**src/rtl/start_seq_pkg.sv**
```systemverilog
// start_seq_pkg: shared states, minimum timings and config clamps for start_seq_gen
package start_seq_pkg;
  typedef enum logic [2:0] {IDLE, HIGH, LOW, SEQRST, DONE} state_t;
  localparam int MIN_PERIOD = 4;
  localparam int MIN_HIGH = 2;
  function automatic logic [31:0] clamp_p(input logic [31:0] period);
    return period < 32'(MIN_PERIOD) ? 32'(MIN_PERIOD) : period;
  endfunction
  function automatic logic [31:0] clamp_h(input logic [31:0] high_len, input logic [31:0] p);
    logic [31:0] h;
    h = high_len < 32'(MIN_HIGH) ? 32'(MIN_HIGH) : high_len;
    return h > p - 32'd2 ? p - 32'd2 : h;
  endfunction
endpackage

```
**src/rtl/start_period_timer.sv**
```systemverilog
// start_period_timer: phase counter 0..P-1 with high-end and period-end flags
module start_period_timer
  import start_seq_pkg::*;
#(
  parameter int W_PER = 32
) (
  input  logic             clk500,
  input  logic             count_rst_n,
  input  logic             load,
  input  logic             en,
  input  logic [W_PER-1:0] p,
  input  logic [W_PER-1:0] h,
  output logic [W_PER-1:0] ph,
  output logic             hi_end,
  output logic             per_end
);
  assign hi_end = ph == h - 1'b1;
  assign per_end = ph == p - 1'b1;
  // phase advances while enabled and restarts at the period end so it never passes P-1
  always_ff @(posedge clk500 or negedge count_rst_n)
    if (!count_rst_n) ph <= '0;
    else ph <= load || (en && per_end) ? '0 : en ? ph + 1'b1 : ph;
endmodule

```
**src/rtl/start_seq_gen.sv**
```systemverilog
// start_seq_gen: periodic start train with start_rst/photo_rst1 pulses at sequence boundaries
module start_seq_gen
  import start_seq_pkg::*;
#(
  parameter int W_PER   = 32,
  parameter int W_ST    = 24,
  parameter int W_SEQ   = 32,
  parameter int RST_LEN = 4
) (
  input  logic             clk500,
  input  logic             count_rst_n,
  input  logic             run,
  input  logic             abort,
  input  logic [W_PER-1:0] period,
  input  logic [W_PER-1:0] high_len,
  input  logic [W_ST-1:0]  starts_per_seq,
  input  logic [W_SEQ-1:0] num_seq,
  output logic             start,
  output logic             start_rst,
  output logic             photo_rst1,
  output logic [W_ST-1:0]  start_cnt,
  output logic [W_SEQ-1:0] seq_cnt,
  output logic             busy,
  output logic             done
);
  state_t st, nx;
  logic [W_PER-1:0] p_q, h_q, ph;
  logic [W_ST-1:0] s_q;
  logic [W_SEQ-1:0] n_q;
  logic [7:0] rc;
  logic hi_end, per_end, go, st_last, seq_last, rst_end;
  assign st_last = W_ST'(start_cnt + 1'b1) == s_q;
  assign seq_last = n_q != '0 && W_SEQ'(seq_cnt + 1'b1) == n_q;
  assign rst_end = rc == 8'(RST_LEN - 1);
  assign go = st == IDLE && nx == HIGH;
  start_period_timer #(.W_PER(W_PER)) u_timer (
    .clk500(clk500),
    .count_rst_n(count_rst_n),
    .load(go),
    .en(st == HIGH || st == LOW),
    .p(p_q),
    .h(h_q),
    .ph(ph),
    .hi_end(hi_end),
    .per_end(per_end)
  );
  // next state; abort overrides every other transition
  always_comb begin
    nx = st;
    case (st)
      IDLE:    nx = run ? HIGH : IDLE;
      HIGH:    nx = hi_end ? LOW : HIGH;
      LOW:     nx = per_end ? (st_last ? SEQRST : HIGH) : LOW;
      SEQRST:  nx = rst_end ? (seq_last ? DONE : HIGH) : SEQRST;
      DONE:    nx = run ? DONE : IDLE;
      default: nx = IDLE;
    endcase
    if (abort) nx = IDLE;
  end
  // state, frozen config, boundary-pulse length and progress counters
  always_ff @(posedge clk500 or negedge count_rst_n)
    if (!count_rst_n) begin
      st <= IDLE;
      p_q <= '0;
      h_q <= '0;
      s_q <= '0;
      n_q <= '0;
      rc <= '0;
      start_cnt <= '0;
      seq_cnt <= '0;
    end else begin
      st <= nx;
      rc <= st == SEQRST && !rst_end ? rc + 1'b1 : '0;
      if (go) begin
        p_q <= W_PER'(clamp_p(32'(period)));
        h_q <= W_PER'(clamp_h(32'(high_len), clamp_p(32'(period))));
        s_q <= starts_per_seq == '0 ? W_ST'(1) : starts_per_seq;
        n_q <= num_seq;
        start_cnt <= '0;
        seq_cnt <= '0;
      end else if (!abort && st == LOW && per_end) start_cnt <= start_cnt + 1'b1;
      else if (!abort && st == SEQRST && rst_end) begin
        seq_cnt <= seq_cnt + 1'b1;
        start_cnt <= '0;
      end
    end
  // registered pulse and status outputs, forced low the cycle after abort
  always_ff @(posedge clk500 or negedge count_rst_n)
    if (!count_rst_n) begin
      start <= 1'b0;
      start_rst <= 1'b0;
      photo_rst1 <= 1'b0;
      busy <= 1'b0;
      done <= 1'b0;
    end else begin
      start <= st == HIGH && !abort;
      start_rst <= st == SEQRST && !abort;
      photo_rst1 <= st == SEQRST && !abort;
      busy <= (st == HIGH || st == LOW || st == SEQRST) && !abort;
      done <= st == DONE && !abort;
    end
endmodule

```
**config.mk**
```make
export PLATFORM = sky130hd
export DESIGN_NAME = start_seq_gen
export DESIGN_NICKNAME = d
export VERILOG_FILES = /design/src/rtl/start_seq_pkg.sv /design/src/rtl/start_period_timer.sv /design/src/rtl/start_seq_gen.sv
export SDC_FILE = /design/constraint.sdc
export NUM_CORES = 1
export LEC_CHECK = 0
export BUFFER_PORTS_ARGS = -buffer_cell sky130_fd_sc_hd__buf_2
export CAP_MARGIN = 10
export CORE_MARGIN = 2
export CORE_UTILIZATION = 54
export DETAILED_ROUTE_END_ITERATION = 6
export GPL_ROUTABILITY_DRIVEN = 0
export GPL_TIMING_DRIVEN = 0
export PLACE_DENSITY = 0.8
export SLEW_MARGIN = 40
export SYNTH_ARGS = -nofsm -noshare
export SYNTH_HDL_FRONTEND = slang
export SYNTH_HIERARCHICAL = 1
export SYNTH_SLANG_ARGS = --single-unit
```
**constraint.sdc**
```tcl
create_clock -name clk500 -period 3.9 [get_ports clk500]
set_clock_uncertainty 0.1 [all_clocks]
set_input_delay 0.39 -clock clk500 [delete_from_list [all_inputs] [get_ports clk500]]
set_output_delay 0.39 -clock clk500 [all_outputs]
set_load 0.01 [all_outputs]
```
==> metrics.txt, run 1 <==
status=complete, but fails checks; failing checks=design-rule violations, negative hold slack, negative setup slack; Synth Net Count=slightly above 2000; worst-margin pin slew=roughly 920 ps; #FFs+latches synth=roughly 220; 1st-iter DRT viols=about 1900; Sw Share=between 30% and 40%; share of cells above drive strength 1=18.5%; Rows=between 60 and 70; Final Core Density=roughly 69%; largest net degree at the start of global routing=75; H-tree depth=1; WS Path Type=in -> reg; top post-synthesis cells by count=377 x nand2_1, 223 x dfrtp_1, 154 x nor2_1; post-synthesis simple-gate area fraction=about 30%; leading cell type by number of instances after synthesis=nand2_1; number of port buffers=roughly 180; clock power share=between 30% and 40%; First-pass DRT Iterations=7; worst skew pair latency=550 ps; CTS tree=yes; post-DP HPWL=36400 um; max cap viols=0; asr flop ratio synth=between 90% and 100%; Final Hold Fails=1; worst min-delay path class=in -> reg; RSZ-0062 raised after global routing=true; Routed WL=roughly 54000 um; Switch Pwr=~2700 uW; main combinational cell family by area after synthesis=simple AND/OR/NAND/NOR gates; Pwr Total=a little under 8000 uW; post-synthesis mux area share=less than 1%; CTS sink cnt=roughly 220; Synth Area in Adders=under 10%; P&R area growth vs syn=26.1%; post-route DRC violation count=3; Layout Nets=2386; Ports=185; hold slack=-11.5 ps; Initial Util=54.7%; count of cell types in the netlist=between 80 and 90; fmax=211 MHz; maximum VDD drop=0.396 mV; largest area contributor in the netlist=dfrtp_1; Crit path required time=4230 ps; placed inst area=about 0.017 mm^2; synthesized instance count=1909; Int Power=5160 uW; total number of vias=between 15000 and 20000; largest cells by area after synthesis=dfrtp_1 36%, nand2_1 9.0%, xnor2_1 8.3%; Yosys warnings=6; worst setup margin=-837 ps; PD cells=about 400 mW/mm^2; grt total ovfl=0; Leakage=between 0.008 and 0.009 uW; CP Max Fanout=10; Avg Inst Size Synth=8.23 um^2; Setup crit start kind=input port; Post-synth top flop=dfrtp_1; die width=about 170 um; clk root buf=clkbuf_16; core box area=between 0.02 and 0.03 mm^2; Die Ht=175 um; die area=roughly 0.030 mm^2; first-pass GRT wire length=82600 um; max-slew violation count=0; critical path arrival=~5000 ps; Clock Path Buffers=3; vias per cell=about 6.4; crit end category=flip-flop; Reg power frac=about 39%; GRT Total Usage=33.5%; Seq/Total Area, Yosys=between 30% and 40%; Routed WL per cell=roughly 20 um; clock buffer count from CTS=26; EDFF count, synth=0; xor and xnor area share after synthesis=approximately 14%; Post-Syn Area=between 0.015 and 0.02 mm^2; Logic pwr share=about a quarter; vias in the first global route=about 16000; Rel. slew slack=38.5%; Final Cycle Share=121%; Detail Route Antenna Nets=0; layout filler cell count=between 2000 and 2500; Compound-Gate Fraction of Synth Area=12.5%; Clk pin slew, worst setup/hold paths=about 60 ps; top-area cell type share of the netlist area=35.5%; crit path time final=about 4700 ps; # setup viols final=39; final design area excluding fillers=0.0198 mm^2; initial antenna violation count=5
-- area by class of cell --
class                           count  area (um^2)  area share (%)
Sequential cell                   223         5590            28.2
Antenna cell                        4         10.0          0.0505
Timing Repair Buffer              290         2000            10.1
Multi-Input combinational cell   1524        10000            50.7
Buffer                            134          634            3.20
Tap cell                          384          480            2.43
Inverter                           24         93.8           0.474
Clock inverter                     17          240            1.21
Clock buffer                       31          721            3.64
-- worst paths after layout --
| check | startpoint | endpoint | slack [ps] | depth (start not counted) |
|---|---|---|---|---|
| max | period[15] | h_q[23] | -840 | 22 |
| min | period[15] | p_q[15] | -10 | 3 |
| max reg2reg | st[1] | u_timer/ph[30] | -340 | 14 |
| min reg2reg | rc[0] | rc[0] | 380 | 1 |
| max in group asynchronous | count_rst_n | start_cnt[14] | 2160 | 5 |
| min in group asynchronous | count_rst_n | h_q[29] | 230 | 2 |
-- registers in the layout, summed over array words and instances, names as in the netlist --
| name | cells |
|---|---|
| busy | 1 |
| done | 1 |
| h_q | 32 |
| n_q | 32 |
| p_q | 32 |
| photo_rst1 | 1 |
| rc | 8 |
| s_q | 24 |
| seq_cnt | 32 |
| st | 3 |
| start | 1 |
| start_cnt | 24 |
| u_timer/ph | 32 |
-- critical path: stages --
cell	delay, ps
buf_8	110
or3_4	380
or3_4	400
buf_8	130
nor4_4	360
nand2_4	90
nand2_4	80
ha_4	130
nor2b_4	200
nand3_4	100
buf_6	160
buf_4	140
nor4_1	400
xnor2_1	230
ha_1	350
a21oi_1	80
a32oi_2	320
buf_4	170
o21a_1	160
nand2_1	120
clkbuf_4	220
o311ai_1	320
-- metal layers --
layer | up-vias | GRT usage [%] | wire length [um]
li1 | 7414 | - | -
met1 | 7987 | 44.5 | 20400
met2 | 1152 | 54.2 | 24500
met3 | 294 | 5.03 | 5630
met4 | 0 | 15.2 | 3210
met5 | - | 0 | 0
-- logic make-up after synthesis --
group	Yosys count
adders and majority gates	39
xor gates and xnor gates	247
buffers and inverters	162
DFF	223
muxes	12
AOI/OAI and AO/OA	281
and+or+nand+nor	945
-- metrics by stage --
step | worst slack, ps | TNS [ps] | std cells
2_1_floorplan | -873 | -27480 | 1909
3_3_place_gp | -1670 | -396980 | 2477
3_5_place_dp | -1780 | -76410 | 2480
4_1_cts | -624 | -19330 | 2604
5_1_grt | -929 | -31150 | 2631
6_report | -837 | -24940 | 2631
-- power by group through the flow --
| stage | logic (uW) | registers, uW | clock network (uW) |
|---|---|---|---|
| 2_1_floorplan | 1290 | 2870 | 0 |
| 3_3_place_gp | 1680 | 2990 | 0 |
| 3_5_place_dp | 1760 | 3010 | 0 |
| 4_1_cts | 1890 | 2980 | 2720 |
| 5_1_grt | 2250 | 3050 | 2810 |
| 6_report | 2090 | 3020 | 2720 |
-- timing repair --
action | CTS | global route
resized for setup | 87 | 96
pin swaps | 38 | 60
setup endpoints to repair | 80 | 73
hold buffers | 57 | 1
hold endpoints to repair | 108 | 2
cloned | 1 | 2
setup buffers | 21 | 21
-- cells in the final DEF (no fill, tap or decap), types with 7 or more instances in the layout --
master	Yosys	final
a31oi_1	13	13
clkbuf_16	0	27
clkinvlp_4	0	7
o211ai_1	37	37
nor4_2	3	8
nand2b_1	16	15
inv_1	24	22
nor2_1	154	152
a21o_1	8	8
or3_1	30	26
buf_4	5	45
buf_6	1	13
nor4_1	61	52
dlygate4sd3_1	0	58
a22o_1	7	7
o311ai_1	5	28
and4_1	17	17
xnor2_1	149	145
nand2_1	377	373
nand3b_1	8	8
and2_1	11	11
mux2i_1	10	10
nor2b_1	10	9
nand4b_1	9	9
ha_1	39	36
clkbuf_1	116	99
dfrtp_1	223	219
nor4b_1	9	7
o21ai_0	65	59
o31ai_1	15	14
buf_2	11	190
or4_1	16	12
xor2_1	98	95
a21oi_1	42	39
nand3_1	54	50
nand4_1	49	49
nor3_1	49	42
and3_1	35	32
Note: power is estimated with default switching activity, not from simulation.
==> inputs of run 2 (changes only) <==
- clock period: 3.9 -> 4.1 ns (I/O delays scaled with it)
==> metrics.txt, run 2 (same netlist as run 1, synthesis figures left out) <==
status=complete, but fails checks; failing checks=negative setup slack; Reg-to-Reg End=u_timer/ph[30]; core box area=0.0287 mm^2 (unchanged); Crit path required time=4390 ps (+160 ps); Final Core Density=67.4% (-1.6 points); crit path time final=4580 ps; Initial Util=54.7% (unchanged); PD cells=379 mW/mm^2 (-4.3%); WHS Path Cells=3 (unchanged); die width=175 um (unchanged); slowest cell delay on critical path=450 ps (+50 ps); First-pass DRT Iterations=7 (unchanged); R2R depth=14 (unchanged); GRT Total Usage=32.4% (-1.1 points); Ports=185 (unchanged); post-route DRC violation count=0 (-3); die area=0.0305 mm^2 (unchanged); Reg-to-Reg Start=st[1]; slowest CP cell=nor4_4; worst-margin pin slew=921 ps (-1.43 ps); maximum VDD drop=0.371 mV (-6.3%); layout filler cell count=2250 (+5.6%); H-tree depth=1 (unchanged); critical path arrival=4880 ps (-190 ps); FF/Latch Area=0.00558 mm^2 (about the same); WHS Endpoint=s_q[23]; max cap viols=0 (unchanged); grt total ovfl=0 (unchanged); hold slack=9.95 ps (+21.5 ps); max-slew violation count=0 (unchanged); commonest cells after routing, fill and taps aside=374 x nand2_1, 221 x dfrtp_1, 189 x buf_2; most common library cell in the layout ignoring fill and taps=nand2_1; total number of vias=16400 (-2.4%); 1st-iter DRT viols=1757 (-5.6%); Final Cycle Share=112%; vias per cell=6.33 (-1.1%); CP Max Fanout=5 (-5); Routed WL=51300 um (-4.6%); worst skew pair latency=550 ps (about the same); CTS tree=yes; Layout Nets=2356 (-1.3%); Final Hold Fails=0 (-1); clk root buf=clkbuf_16; number of port buffers=184 (unchanged); # setup viols final=37 (-5.1%); first-pass GRT wire length=80100 um (-3.0%); Setup crit start kind=input port; vias in the first global route=15400 (-2.5%); # diodes=0 (-4); worst setup margin=-483 ps (+354 ps); Detail Route Antenna Nets=0 (unchanged); RSZ-0062 raised after global routing=true; Routed WL per cell=19.7 um (-3.3%); crit-path cells=buf_2 > nor4_2 > nand3_1 > nor4_4 > nand2_4 > nand2_4 > ha_4 > nor2b_4 > nand3_4 > or3_4 > nor3_4 > xnor2_2 > ha_1 > nand4_1 > nor4bb_2 > o21a_1 > a221oi_2 > and3b_2 > buf_8 > o211ai_1 > o311ai_1; cell with the most instances on the worst path=nand2_4; clock buffer count from CTS=26 (unchanged); share of cells above drive strength 1=17.4% (-1.0 points); Rows=62 (unchanged); Die Ht=175 um (unchanged); TNS Setup=-13250 ps (+11690 ps); Clock Path Buffers=3 (unchanged); post-DP HPWL=36400 um (unchanged); WS Path Type=in -> reg; Clk pin slew, worst setup/hold paths=60 ps (about the same); Multi-input gate area=0.00991 mm^2 (-1.2%); Reg2Reg Setup Slack=-130 ps (+210 ps); Leakage=0.00845 uW (-2.2%); largest net degree at the start of global routing=75 (unchanged); P&R area growth vs syn=23.3%; fmax=218 MHz; min-delay src=starts_per_seq[23]; crit end category=flip-flop; CTS sink cnt=223 (unchanged); Rel. slew slack=38.6% (+0.095 points); initial antenna violation count=0 (-5); worst min-delay path class=in -> reg
run 2: cell count changes in the layout (fill, tap and decap cells not counted), moves of 3 or more:
cell	change
o21ai_1	-3
buf_4	-8
dlygate4sd3_1	-18
diode_2	-4
buf_6	-6
clkbuf_2	+3
o21ai_0	+3
run 2: through the flow:
step	setup slack, ps	total power [uW]	instances	instance area (um^2)
final	-483	7330	2597	19400
after global routing	-655	7620	2597	19400
after floorplan	-693	3960	1909	15800
after CTS	-444	7180	2584	19000
after detailed placement	-1600	4540	2480	17300
after global placement	-1490	4440	2477	17200
run 2: repair_timing:
item | in CTS | in global routing
hold buffers | 40 | 0
pin swaps | 36 | 49
cloned | 1 | 0
setup endpoints to repair | 78 | 69
hold endpoints to repair | 91 | 0
buffers inserted | 17 | 14
resized for setup | 71 | 63
run 2: routing by layer:
metal / share of wire [%] / track usage [%]
met4: 5.5 / 13.6
met5: 0 / 0
met1: 39 / 44.1
met2: 45 / 52.0
met3: 10 / 4.48
run 2: how the worst max path moves through the flow:
stage	startpoint	endpoint	cells past startpoint
floorplan	period[17]	h_q[23]	22
global placement	period[17]	h_q[30]	23
detailed placement	period[17]	h_q[27]	23
CTS	period[23]	h_q[27]	21
global route	period[13]	h_q[26]	21
finish	period[13]	h_q[27]	21
run 2: final cells by class:
type / count / share of cell area, %
clock buffer: 31 / 3.72
buffer: 135 / 3.19
tap: 384 / 2.48
timing repair buffer: 259 / 8.81
clock inverter: 17 / 1.24
sequential: 223 / 28.8
inverter: 24 / 0.485
multi-input combinational: 1524 / 51.2
run 2: worst max-delay path, delay by kind of cell:
| kind | cells | cell delay [ps] |
|---|---|---|
| fa+ha+maj | 2 | 430 |
| simple gates | 12 | 2880 |
| compound gates | 4 | 650 |
| buf+inv | 2 | 330 |
| xor+xnor | 1 | 130 |
run 2: report_power, final:
group	internal (uW)	switching (uW)	total, uW
sequential	2460	404	2860
clock	1580	988	2560
combinational	831	1070	1900
total	4870	2460	7330
==> inputs of run 3 (changes only) <==
- BUFFER_PORTS_ARGS: -buffer_cell sky130_fd_sc_hd__buf_2 -> -buffer_cell sky130_fd_sc_hd__buf_4
- PLACE_DENSITY: 0.8 -> 0.77
==> metrics.txt, run 3 (same netlist as run 1, synthesis figures left out) <==
post-DP HPWL=37200 um (+2.2%); worst-margin pin slew=846 ps (-75.2 ps); share of cells above drive strength 1=17.2% (-0.28 points); die width=175 um (unchanged); number of port buffers=184 (unchanged); Crit path required time=4380 ps (about the same); H-tree depth=1 (unchanged); met3 wire length=4560 um (-14%); Rows=62 (unchanged); Die Ht=175 um (unchanged); Detail Route Antenna Nets=0 (unchanged); Final Cycle Share=114% (+1.7 points); hold slack=-2.37 ps (-12.3 ps); Clk pin slew, worst setup/hold paths=70 ps (about the same); Pwr Total=7170 uW (-2.1%); WHS Path Cells=3 (unchanged); Layout Nets=2377 (+0.89%); WL met2=24100 um (+3.3%); layout filler cell count=2234 (-0.71%); first-pass GRT wire length=81300 um (+1.5%); slowest cell delay on critical path=550 ps (+100 ps); largest net degree at the start of global routing=78 (+4.0%); FF/Latch Area=0.00558 mm^2 (unchanged); crit end category=flip-flop; WP buf/inv=2 (unchanged); commonest cells after routing, fill and taps aside=375 x nand2_1, 221 x dfrtp_1, 215 x buf_4; Int Power=4730 uW (-2.8%); Initial Util=54.7% (unchanged); crit-path cells=buf_4 > nor4_1 > nand3_1 > nor4_4 > nand2_4 > nand2_4 > ha_4 > nor2b_4 > nand3_4 > or3_4 > nor3_4 > xnor2_2 > ha_1 > nand4_1 > nor4bb_2 > o21a_1 > a221oi_2 > and3b_2 > clkbuf_4 > o211ai_1 > o311ai_1; fmax=215 MHz (-1.5%); clock buffer count from CTS=26 (unchanged); GRT Total Usage=33.0% (+0.62 points); clock power share=33.0% (-2.0 points); R2R depth=14 (unchanged); vias per cell=6.24 (-1.5%); Final Hold Fails=1 (+1); critical path arrival=4940 ps (+60 ps); Reg power frac=39.8% (+0.7 points); Switch Pwr=2440 uW (-0.83%); vias in the first global route=15500 (+0.72%); maximum VDD drop=0.346 mV (-6.7%); WS Path Type=in -> reg; failing checks=negative hold slack, negative setup slack; Post-Route M1 WL=21200 um (+6.7%); total number of vias=16300 (-0.72%); Clock Path Buffers=3 (unchanged); CP Max Fanout=10 (+5); # setup viols final=37 (unchanged); max cap viols=0 (unchanged); Final Core Density=69.2% (+1.8 points); worst skew pair latency=550 ps (about the same); cell with the most instances on the worst path=nand2_4; worst min-delay path class=in -> reg; 1st-iter DRT viols=1753 (-0.23%); initial antenna violation count=0 (unchanged); grt total ovfl=0 (unchanged); CTS tree=yes; Top delay family on crit path=simple AND/OR/NAND/NOR gates; top layer in use=met4; clk root buf=clkbuf_16; max-slew violation count=0 (unchanged); First-pass DRT Iterations=6 (-1); PD cells=361 mW/mm^2 (-4.7%); Routed WL per cell=19.9 um (+0.99%); post-route DRC violation count=0 (unchanged); RSZ-0062 raised after global routing=true; die area=0.0305 mm^2 (unchanged); slowest CP cell=nor4_1; Leakage=0.00859 uW (+1.6%); CTS sink cnt=223 (unchanged); Logic pwr share=27.2% (+1.2 points); crit path time final=4650 ps (+70.8 ps); most common library cell in the layout ignoring fill and taps=nand2_1; Setup crit start kind=input port; core box area=0.0287 mm^2 (unchanged); Sw Share=34.1% (+0.45 points); Levels on crit path=21 (unchanged); Multi-input gate area=0.00989 mm^2 (-0.23%); status=complete, but fails checks; Rel. slew slack=43.4% (+4.8 points); TNS Setup=-12830 ps (+422 ps); P&R area growth vs syn=26.6%; Routed WL=52200 um (+1.8%); Ports=185 (unchanged); worst setup margin=-554 ps (-70.8 ps)
[run 3: worst register-to-register path, delay by kind of cell (launching register included)]
family,cells,cell delay (ps)
xor+xnor,1,140
buf+inv,4,1160
flops,1,350
simple gates,9,2380
[run 3: timing repair]
action                     in CTS  in global routing
buffers inserted               18                 18
pin swaps                      32                 35
hold buffers                   57                  0
gates cloned                    1                  1
resized for setup              51                 88
setup endpoints to repair      76                 67
hold endpoints to repair      204                  0
[run 3: through the flow]
stage	cell area, um^2	cells	worst slack [ps]	hold slack [ps]
after floorplan	15800	1909	-693	14.4
after global routing	19900	2616	-768	12.5
final	19900	2617	-554	-2.37
after global placement	17600	2477	-1490	359
after CTS	19400	2600	-605	1.05
after detailed placement	17800	2480	-1600	121
[run 3: worst paths after layout]
kind                             startpoint        endpoint  slack (ps)
min in group asynchronous       count_rst_n         h_q[23]         150
worst max register to register        st[1]  u_timer/ph[30]        -130
worst max-delay path              period[7]         h_q[23]        -550
worst min-delay path             period[17]         p_q[17]          -2
max in group asynchronous       count_rst_n     seq_cnt[27]        2820
worst min register to register      p_q[11]         p_q[11]         380
[run 3: area by class of cell]
cell class                      instances  share of cell area, %
Buffer                                134                   2.98
Timing Repair Buffer                  281                   11.9
Inverter                               24                  0.453
Sequential cell                       223                   28.1
Multi-Input combinational cell       1524                   49.8
Antenna cell                            1                 0.0126
Clock buffer                           36                   3.77
Tap cell                              384                   2.42
Clock inverter                         10                  0.560
[run 3: power by group through the flow]
stage	Combinational, uW	Clock [uW]	Sequential [uW]
final	1950	2360	2860
after global routing	2120	2460	2890
after CTS	1810	2380	2830
after detailed placement	1710	0	2860
after global placement	1630	0	2850
after floorplan	1220	0	2730
[run 3: layer usage]
layer  track usage [%]  vias to the layer above
met3              4.51                      205
met5                 0                        -
met1              45.2                     7802
li1                  -                     7380
met4              13.1                        0
met2              53.1                      939
